**config.mk**
```make
export PLATFORM = sky130hd
export DESIGN_NAME = trace_window_controller
export DESIGN_NICKNAME = d
export VERILOG_FILES = /design/src/rtl/trace_window_controller.sv
export SDC_FILE = /design/constraint.sdc
export NUM_CORES = 1
export LEC_CHECK = 0
export CAP_MARGIN = 0
export CORE_UTILIZATION = 33
export DETAILED_ROUTE_END_ITERATION = 6
export GPL_TIMING_DRIVEN = 0
export RECOVER_POWER = 25
export SYNTH_ARGS = -nofsm -noshare
export SYNTH_HDL_FRONTEND = slang
export SYNTH_SLANG_ARGS = --single-unit
export TNS_END_PERCENT = 30
```
**constraint.sdc**
```tcl
create_clock -name clk -period 5.35 [get_ports clk]
set_input_delay 1.07 -clock clk [delete_from_list [all_inputs] [get_ports clk]]
set_output_delay 1.07 -clock clk [all_outputs]
set_load 0.03 [all_outputs]
```
**src/rtl/trace_window_controller.sv**
```systemverilog
// trace_window_controller
//
// Control-register front end and trace-window sequencer. Decodes the control
// address space, holds trigger/range/stop configuration, and runs the window
// FSM that selects which retired instructions reach the trace filter. Also
// keeps a free-running clock counter and the timestamp of the last forwarded
// trace item.
//
// Optional feature macro: CMS_TRACE_CTRL_WFI_STOP_EN
//   defined   : WFI detection and the STOPPED state are built in.
//   undefined : no STOPPED state, WFI is traced like any instruction,
//               WFI_STOPPED writes are ignored and reads return 0.
//
// Control address map (ctrl_addr_t):
//   0x00 START_EN    0x01 END_EN      0x02 START_ADDR   0x03 END_ADDR
//   0x04 LOWER_EN    0x05 UPPER_EN    0x06 LOWER        0x07 UPPER
//   0x08 WFI_STOPPED 0x09 CLK_COUNTER 0x0A LAST_WRITE_TIMESTAMP (read-only)
//   all other addresses: writes ignored, reads return 0.
//
// Ports:
//   clk, rst_n           clock, asynchronous active-low reset
//   i_ctrl_addr          control register address
//   i_ctrl_wdata         control write data
//   i_ctrl_write_enable  write strobe, one write per high cycle
//   o_ctrl_rdata         registered read data for the previous cycle's address
//   i_pc/i_instr         retired instruction address / encoding
//   i_instr_valid        retired instruction valid
//   o_trace_valid        forwarded instruction valid (registered)
//   o_trace_pc/instr     forwarded instruction (held between items)
//   o_tracing_active     FSM in TRACING
//   o_wfi_stopped        FSM in STOPPED
module trace_window_controller #(
  parameter int unsigned XLEN              = 64,
  parameter int unsigned INSTR_WIDTH       = 32,
  parameter int unsigned CTRL_ADDR_WIDTH   = 8,
  parameter int unsigned CTRL_DATA_WIDTH   = 64,
  parameter int unsigned CLK_COUNTER_WIDTH = 64
) (
  input  logic                       clk,
  input  logic                       rst_n,
  input  logic [CTRL_ADDR_WIDTH-1:0] i_ctrl_addr,
  input  logic [CTRL_DATA_WIDTH-1:0] i_ctrl_wdata,
  input  logic                       i_ctrl_write_enable,
  output logic [CTRL_DATA_WIDTH-1:0] o_ctrl_rdata,
  input  logic [XLEN-1:0]            i_pc,
  input  logic [INSTR_WIDTH-1:0]     i_instr,
  input  logic                       i_instr_valid,
  output logic                       o_trace_valid,
  output logic [XLEN-1:0]            o_trace_pc,
  output logic [INSTR_WIDTH-1:0]     o_trace_instr,
  output logic                       o_tracing_active,
  output logic                       o_wfi_stopped
);

  localparam logic [CTRL_ADDR_WIDTH-1:0] AddrStartEn    = CTRL_ADDR_WIDTH'('h00);
  localparam logic [CTRL_ADDR_WIDTH-1:0] AddrEndEn      = CTRL_ADDR_WIDTH'('h01);
  localparam logic [CTRL_ADDR_WIDTH-1:0] AddrStartAddr  = CTRL_ADDR_WIDTH'('h02);
  localparam logic [CTRL_ADDR_WIDTH-1:0] AddrEndAddr    = CTRL_ADDR_WIDTH'('h03);
  localparam logic [CTRL_ADDR_WIDTH-1:0] AddrLowerEn    = CTRL_ADDR_WIDTH'('h04);
  localparam logic [CTRL_ADDR_WIDTH-1:0] AddrUpperEn    = CTRL_ADDR_WIDTH'('h05);
  localparam logic [CTRL_ADDR_WIDTH-1:0] AddrLower      = CTRL_ADDR_WIDTH'('h06);
  localparam logic [CTRL_ADDR_WIDTH-1:0] AddrUpper      = CTRL_ADDR_WIDTH'('h07);
  localparam logic [CTRL_ADDR_WIDTH-1:0] AddrWfiStopped = CTRL_ADDR_WIDTH'('h08);
  localparam logic [CTRL_ADDR_WIDTH-1:0] AddrClkCounter = CTRL_ADDR_WIDTH'('h09);
  localparam logic [CTRL_ADDR_WIDTH-1:0] AddrLastWrTs   = CTRL_ADDR_WIDTH'('h0A);

`ifdef CMS_TRACE_CTRL_WFI_STOP_EN
  localparam logic [INSTR_WIDTH-1:0] WfiInstr = INSTR_WIDTH'(32'h1050_0073);
  typedef enum logic [1:0] {StWaitStart, StTracing, StStopped} state_e;
`else
  typedef enum logic [1:0] {StWaitStart, StTracing} state_e;
`endif

  // Configuration registers
  logic                         r_start_en, r_end_en, r_lower_en, r_upper_en;
  logic [XLEN-1:0]              r_start_addr, r_end_addr, r_lower, r_upper;
  logic [CLK_COUNTER_WIDTH-1:0] r_clk_cnt, r_last_ts;

  // FSM and trace output registers
  state_e                       r_state;
  logic                         r_tracing_active;
  logic                         r_trace_valid;
  logic [XLEN-1:0]              r_trace_pc;
  logic [INSTR_WIDTH-1:0]       r_trace_instr;
  logic [CTRL_DATA_WIDTH-1:0]   r_ctrl_rdata;

  state_e                       w_state_d;
  logic                         w_start_hit, w_end_hit, w_in_range;
  logic                         w_traced, w_fwd;
  logic [CTRL_DATA_WIDTH-1:0]   w_rdata;

  // All decisions below use the registered configuration, so a same-cycle
  // control write only takes effect for the next instruction.
  assign w_start_hit = r_start_en && (i_pc == r_start_addr);
  assign w_end_hit   = r_end_en && (i_pc == r_end_addr);
  assign w_in_range  = (!r_lower_en || (i_pc >= r_lower)) &&
                       (!r_upper_en || (i_pc <= r_upper));
  // Range only gates forwarding; triggers still act on out-of-range pcs.
  assign w_fwd       = w_traced && w_in_range;

  always_comb begin
    w_traced  = 1'b0;
    w_state_d = r_state;
    case (r_state)
      StWaitStart: begin
        if (!r_start_en) begin
          w_state_d = StTracing;
        end else if (i_instr_valid && w_start_hit) begin
          w_traced  = 1'b1;
          // Start and end on the same instruction leaves the window armed.
          w_state_d = w_end_hit ? StWaitStart : StTracing;
        end
      end
      StTracing: begin
        if (i_instr_valid) begin
          w_traced = 1'b1;
          if (w_end_hit) w_state_d = StWaitStart;
        end
      end
`ifdef CMS_TRACE_CTRL_WFI_STOP_EN
      StStopped: ;
`endif
      default: w_state_d = StWaitStart;
    endcase

`ifdef CMS_TRACE_CTRL_WFI_STOP_EN
    if (i_instr_valid && (i_instr == WfiInstr) && (r_state != StStopped)) begin
      w_state_d = StStopped;
    end
    // Software control of the stop state overrides instruction-driven moves.
    if (i_ctrl_write_enable && (i_ctrl_addr == AddrWfiStopped)) begin
      if (i_ctrl_wdata[0]) begin
        w_state_d = StStopped;
      end else if (r_state == StStopped) begin
        w_state_d = StWaitStart;
      end
    end
`endif
  end

  // Window FSM with registered status and trace outputs
  always_ff @(posedge clk or negedge rst_n) begin
    if (!rst_n) begin
      r_state          <= StWaitStart;
      r_tracing_active <= 1'b0;
      r_trace_valid    <= 1'b0;
      r_trace_pc       <= '0;
      r_trace_instr    <= '0;
    end else begin
      r_state          <= w_state_d;
      r_tracing_active <= (w_state_d == StTracing);
      r_trace_valid    <= w_fwd;
      if (w_fwd) begin
        r_trace_pc    <= i_pc;
        r_trace_instr <= i_instr;
      end
    end
  end

`ifdef CMS_TRACE_CTRL_WFI_STOP_EN
  logic r_wfi_stopped;

  always_ff @(posedge clk or negedge rst_n) begin
    if (!rst_n) begin
      r_wfi_stopped <= 1'b0;
    end else begin
      r_wfi_stopped <= (w_state_d == StStopped);
    end
  end

  assign o_wfi_stopped = r_wfi_stopped;
`else
  assign o_wfi_stopped = 1'b0;
`endif

  // Configuration register writes
  always_ff @(posedge clk or negedge rst_n) begin
    if (!rst_n) begin
      r_start_en   <= 1'b0;
      r_end_en     <= 1'b0;
      r_lower_en   <= 1'b0;
      r_upper_en   <= 1'b0;
      r_start_addr <= '0;
      r_end_addr   <= '0;
      r_lower      <= '0;
      r_upper      <= '0;
    end else if (i_ctrl_write_enable) begin
      case (i_ctrl_addr)
        AddrStartEn:   r_start_en   <= i_ctrl_wdata[0];
        AddrEndEn:     r_end_en     <= i_ctrl_wdata[0];
        AddrStartAddr: r_start_addr <= XLEN'(i_ctrl_wdata);
        AddrEndAddr:   r_end_addr   <= XLEN'(i_ctrl_wdata);
        AddrLowerEn:   r_lower_en   <= i_ctrl_wdata[0];
        AddrUpperEn:   r_upper_en   <= i_ctrl_wdata[0];
        AddrLower:     r_lower      <= XLEN'(i_ctrl_wdata);
        AddrUpper:     r_upper      <= XLEN'(i_ctrl_wdata);
        default: ;
      endcase
    end
  end

  // Free-running counter; a write wins over the increment. The timestamp
  // samples the counter while the trace output register holds an item.
  always_ff @(posedge clk or negedge rst_n) begin
    if (!rst_n) begin
      r_clk_cnt <= '0;
      r_last_ts <= '0;
    end else begin
      if (i_ctrl_write_enable && (i_ctrl_addr == AddrClkCounter)) begin
        r_clk_cnt <= CLK_COUNTER_WIDTH'(i_ctrl_wdata);
      end else begin
        r_clk_cnt <= r_clk_cnt + CLK_COUNTER_WIDTH'(1);
      end
      if (r_trace_valid) r_last_ts <= r_clk_cnt;
    end
  end

  // Read mux; registered so data reflects pre-edge register values
  always_comb begin
    w_rdata = '0;
    case (i_ctrl_addr)
      AddrStartEn:    w_rdata = CTRL_DATA_WIDTH'(r_start_en);
      AddrEndEn:      w_rdata = CTRL_DATA_WIDTH'(r_end_en);
      AddrStartAddr:  w_rdata = CTRL_DATA_WIDTH'(r_start_addr);
      AddrEndAddr:    w_rdata = CTRL_DATA_WIDTH'(r_end_addr);
      AddrLowerEn:    w_rdata = CTRL_DATA_WIDTH'(r_lower_en);
      AddrUpperEn:    w_rdata = CTRL_DATA_WIDTH'(r_upper_en);
      AddrLower:      w_rdata = CTRL_DATA_WIDTH'(r_lower);
      AddrUpper:      w_rdata = CTRL_DATA_WIDTH'(r_upper);
`ifdef CMS_TRACE_CTRL_WFI_STOP_EN
      AddrWfiStopped: w_rdata = CTRL_DATA_WIDTH'(r_wfi_stopped);
`endif
      AddrClkCounter: w_rdata = CTRL_DATA_WIDTH'(r_clk_cnt);
      AddrLastWrTs:   w_rdata = CTRL_DATA_WIDTH'(r_last_ts);
      default:        w_rdata = '0;
    endcase
  end

  always_ff @(posedge clk or negedge rst_n) begin
    if (!rst_n) begin
      r_ctrl_rdata <= '0;
    end else begin
      r_ctrl_rdata <= w_rdata;
    end
  end

  assign o_ctrl_rdata     = r_ctrl_rdata;
  assign o_trace_valid    = r_trace_valid;
  assign o_trace_pc       = r_trace_pc;
  assign o_trace_instr    = r_trace_instr;
  assign o_tracing_active = r_tracing_active;

endmodule

```
* Word level (Yosys, flattened, before mapping)
Index checks and enable logic that the tools add are counted.
** Storage, ports and cells
- Flip-flop bits (word level) :: 552
- Latch bits :: 0
- Bits in writable memories :: 0
- Bits in read-only memories :: 0
- Input bits :: 172
- Output and inout bits :: 163
- Logic and storage cells :: 64
- Memories :: 0
** Operators by class
- Add/sub/neg operators :: 1
- $mul :: 0
- Div/mod/pow operators :: 0
- Order comparisons :: 2
- Equal/unequal tests :: 13
- Shift-type cells :: 0
- Multiplexer cells :: 12
- Bitwise logic cells :: 0
- Reductions and logical operators :: 20
** Operators by type and width (number)
- case mux 64 bit (10 select lines) :: 1
- equality test 64 bit :: 2
- adder 64 x 1 -> 64 bit (second input constant) :: 1
- >= comparator 64 bit :: 1
- <= comparator 64 bit :: 1
- 2-to-1 mux 64 bit :: 1
- equality test 8 x 3 -> 1 bit (second input constant) :: 4
- equality test 8 x 2 -> 1 bit (second input constant) :: 2
- equality test 8 x 4 -> 1 bit (second input constant) :: 2
- AND reduction 2 bit :: 8
- equality test 8 x 1 -> 1 bit (second input constant) :: 1
- zero test 8 bit :: 1
- 2-to-1 mux 2 bit :: 4
- logical AND 1 bit :: 6
- equality test 2 x 1 -> 1 bit (second input constant) :: 2
- 2-to-1 mux 1 bit :: 4
- case mux 2 bit (2 select lines) :: 1
- zero test 1 bit :: 2
- zero test 2 bit :: 1
- logical OR 1 bit :: 2
- case mux 1 bit (2 select lines) :: 1

* Longest topological paths before layout
- Depth after elaboration :: 7
- Depth in mapped cells :: 12
- Depth with buffers taken out :: 10

* Least setup slack after synthesis
No wires, ideal clock.
- Kind :: input-to-reg
- Start point :: input port i_pc[14]
- End point :: register r_trace_instr[0] (netlist: o_trace_instr[0])
- Library setup time :: 0.125 ns
- Arrival time :: 3.325 ns
- Data required time :: 5.225 ns
- Setup slack :: 1.900 ns
- Stages :: 11
- Path buffers :: 2
- Path through :: ha_1 -> nand4_1 -> or4_1 -> a221o_1 -> o211ai_1 -> a21oi_1 -> o211ai_2 -> nand3b_2 -> buf_6 -> buf_6 -> mux2_4
** On the way
- Word-level cells in the longest chain between the ends :: 7
- Elaborated cells on any way between the ends :: 12
- Those cells by class :: 2 x order compare; 1 x eq/ne; 3 x mux; 6 x reduce/logical
** Ends and longest elaborated chain
- start: declaration :: line 45 : input logic [XLEN-1:0] i_pc,
- parallel branches: the longest is 6 deep, another holds >= comparator 64 bit
- logical AND 1 bit (*) :: line 99 : assign w_fwd = w_traced && w_in_range;
- end signal: assignment :: line 155 : r_trace_instr <= i_instr;
- end: declaration :: line 84 : logic [INSTR_WIDTH-1:0] r_trace_instr;
Mark *: on every way between the ends.
A chain may end at the register's enable or synchronous reset.

* Worst setup path after layout
- Start point :: input port i_pc[44]
- End point :: register r_trace_pc[28] (netlist: o_trace_pc[28])
** On the way
- Word-level cells in the longest chain between the ends :: 7
- Elaborated cells on any way between the ends :: 12
- Those cells by class :: 2 x order compare; 1 x eq/ne; 3 x mux; 6 x reduce/logical
** Ends and longest elaborated chain
- parallel branches: the longest is 6 deep, another holds >= comparator 64 bit
- logical AND 1 bit (*) :: line 99
- end signal: assignment :: line 154 : r_trace_pc <= i_pc;
- end: declaration :: line 83 : logic [XLEN-1:0] r_trace_pc;
Marked as above.

==> results.yml <==
status:
  outcome: "complete, but fails checks"
  failed_checks: "design-rule violations, max-capacitance violations, max-slew violations"
grt:
  overall_track_demand_over_capacity_in_global_routing_pct: 24.82
  grt_first_pass_wirelength_mm: 149.7
  first_global_vias: 21489
  grt_remaining_overflow: 0
  grt_antenna_before_repair: 7
  grt_start_max_net_pins: 124
detailed_routing:
  avgViaCountPerCell: 5.558
  number_of_nets_still_failing_antenna_checks_after_routing: 0
  dr_wl_met3_mm: 8.836
  dr.max_layer_used: "met5"
  detailroute.via_count: 20954
  drt-pass1-iter-count: 7
  drtIter0Drc: 2667
  met1Wirelength_mm: 43.27
  routed_wire_length_per_instance_um: 27.68
  met2_length_mm: 48.44
  drc: 11
  postRouteWirelength_mm: 104.3
timing:
  period_minus_slack_ns: 4.809
  timing.clock.skew_ns: 0.03093
  timing.slew.headroom_pct: -151.5
  setup_repair_after_global_routing_missed_its_margin: "false"
  totalNegativeSetupSlack_ns: 0
  drv_slew: 73
  tightest_slew_ns: 3.773
  finalSetupViolations: 0
  fmax_mhz: 207.9
  period_share_pct: 89.89
  final_hold_viol_count: 0
hold_path:
  hp-class: "reg -> reg"
  holdPathStages: 1
yosys:
  synth_enable_flop_cells: 0
  avgSynthCellArea_sq_um: 12.06
  yosys.cell_types.count: 52
  ys_seq_elements: 552
  ys_seq_area_share_pct: 50.84
  asyncSetResetFlopFracSynth_pct: 100.0
  ys.warnings.count: 0
  number_of_instances_in_the_synthesized_netlist: 2253
  synth_area_sq_um: 27170
  synth_top_flop_cell: "dfrtp_1"
flow_run:
  maxCapViolations: 2
setup_path:
  timing.reg2reg.worst_path_depth: 11
  timing.critical_path.arrival_ns: 5.29
  worst_path_cell_trace: "clkdlybuf4s50_1 > ha_1 > nand4_1 > nor4_1 > nand3_1 > o211ai_1 > o21ai_0 > a21oi_1 > nand3b_2 > buf_2 > mux2_2"
  cpMaxStageDelayCell: "nor4_1"
  required_ns: 5.83
  class_of_the_most_critical_setup_path: "in -> reg"
  critical_path.startpoint_type: "primary input"
  crit_path_end_kind: "register"
  cpPeakStageDelay_ns: 0.62
  crit_fanout: 10
finish:
  stdcell_count: 3770
  nFillCells: 7581
  syn2layout_area_growth_pct: 26.01
  drive_gt1_share_pct: 20.34
  regArea_sq_um: 13810
  num-nets-final: 2963
  combined_area_of_the_multi_input_logic_cells_sq_um: 12340
floorplan:
  placement_rows: 104
  dieArea_sq_um: 83490
  die_w_um: 289.0
  initial_standard_cell_utilization_of_the_core_pct: 33.57
  core_area_sq_um: 80940
  die_h_um: 289.0
  boundaryPins: 335
placement:
  gp_congestion: 0.9557
  detailedPlacementHpwl_mm: 77.00
  port-buffer-count: 332
  dp_cells: 3651
power_and_ir_drop:
  power.ir.vdd_worst_v: 0.0002125
  leakage_nw: 15.57
  power.density_nw_per_um2: 351.4
clocking:
  post_cts_resize_count: 0
  cts_hold_buffers_added: 0
  cts-root-to-sink-buffers: 3
  cts_tree: "yes"
  clock_edge_transition_at_the_registers_on_the_reported_setup_and_hold_paths_ns: 0.06
  ctsHtreeMaxLevel: 3
  cts-root-buf: "clkbuf_16"
  cts_setup_buffers: 0
  numCtsBuffers: 69
  clock_sinks: 552
  clk-insertion-delay-late_ns: 0.62
-- flip-flops by register name, summed over array words and instances, names as in the netlist, 2 cells and up --
| name | flops |
|---|---|
| r_lower | 64 |
| r_upper | 64 |
| r_start_addr | 64 |
| o_trace_pc | 64 |
| r_end_addr | 64 |
| r_state | 2 |
| r_clk_cnt | 64 |
| o_trace_instr | 32 |
| o_ctrl_rdata | 64 |
| r_last_ts | 64 |
-- kinds of logic after synthesis --
group,share of synthesized area (%)
DFF,50.84
muxes,17.68
and+or+nand+nor,7.114
AOI/OAI and AO/OA,8.984
buffers and inverters,3.762
xor gates and xnor gates,5.673
adders and majority gates,5.940
other,0.01380
-- power by group --
group	internal [mW]	switching [mW]	total [mW]
logic	1.01	1.11	2.12
registers	4.72	0.452	5.17
clock network	2.88	1.87	4.75
-- layout by cell type, fill, tap and decap left out, drive strengths merged, types with 3 or more instances in the layout --
master and instances:
nand2 132, a21o 20, mux2 414, clkbuf 176, a221o 6, buf 34
nand4 38, nor2 102, and4 9, dfrtp 552, o21ai 24, o211ai 7
a21oi 110, nor3 12, a221oi 6, or4 4, xnor2 45, inv 160
nor4 38, o2bb2ai 5, o21a 3, ha 129, o22ai 4, bufinv 5
and3 14, nor2b 3, xor2 131, clkdlybuf4s50 331, nand3 40, clkinv 5
a222oi 127
-- final cells by class --
class / instances / share of cell area [%]
flip-flops and latches: 552 / 40.34
multi-input cells: 1444 / 36.04
repair buffers: 337 / 10.11
clock buffers: 102 / 5.967
well taps: 1060 / 3.874
inverters: 155 / 1.699
plain buffers: 103 / 1.286
clock inverters: 16 / 0.6724
diodes: 1 / 0.007309
-- metrics by stage --
step	hold slack [ns]	power, mW	setup WS [ns]	utilization (%)	instance area, sq um
floorplan	0.4245	6.270	1.900	-	27180
finish	0.4583	12.03	0.5408	42.30	34240
CTS	0.4415	12.12	0.5892	42.31	34240
detailed placement	0.4458	7.332	-0.01681	39.50	31970
global placement	0.4370	7.261	-21.54	39.32	31830
global route	0.4750	12.50	0.2980	42.30	34240
-- worst max-delay path: cells and delay by family --
family                   cells  cell delay (ns)
AND/OR/NAND/NOR              4             1.67
AO/OA/AOI/OAI                3             0.62
adder cells (fa/ha/maj)      1             0.38
buffers and inverters        2             1.11
multiplexers                 1             0.40
-- cell usage after synthesis (all sizes together), types with 40 or more instances --
cell,number,share of area (%)
dfrtp,552,51
mux2,414,18
inv,155,2.1
nand2,132,1.8
xor2,131,4.2
ha,129,5.9
a222oi,127,4.7
a21oi,110,2.0
nor2,102,1.4
clkbuf,74,1.0
xnor2,45,1.5
nand3,40,0.74
-- layer usage --
metal  GRT usage (%)  up-vias
li1                -     9060
met3           5.559      173
met1           32.73    10752
met4           9.105       10
met2           39.81      959
met5               0        -
-- worst paths after layout --
path / start / to / slack (ns)
min in group asynchronous: rst_n / o_trace_instr[7] / 1.98
hold / removal: r_state[1] / r_state[0] / 0.46
max in group asynchronous: rst_n / r_last_ts[29] / 1.16
setup / recovery: i_pc[44] / o_trace_pc[28] / 0.54
setup reg to reg: r_upper[46] / o_trace_pc[28] / 1.28
hold reg to reg: r_state[1] / r_state[0] / 0.46
Note: power is estimated with default switching activity, not from simulation.
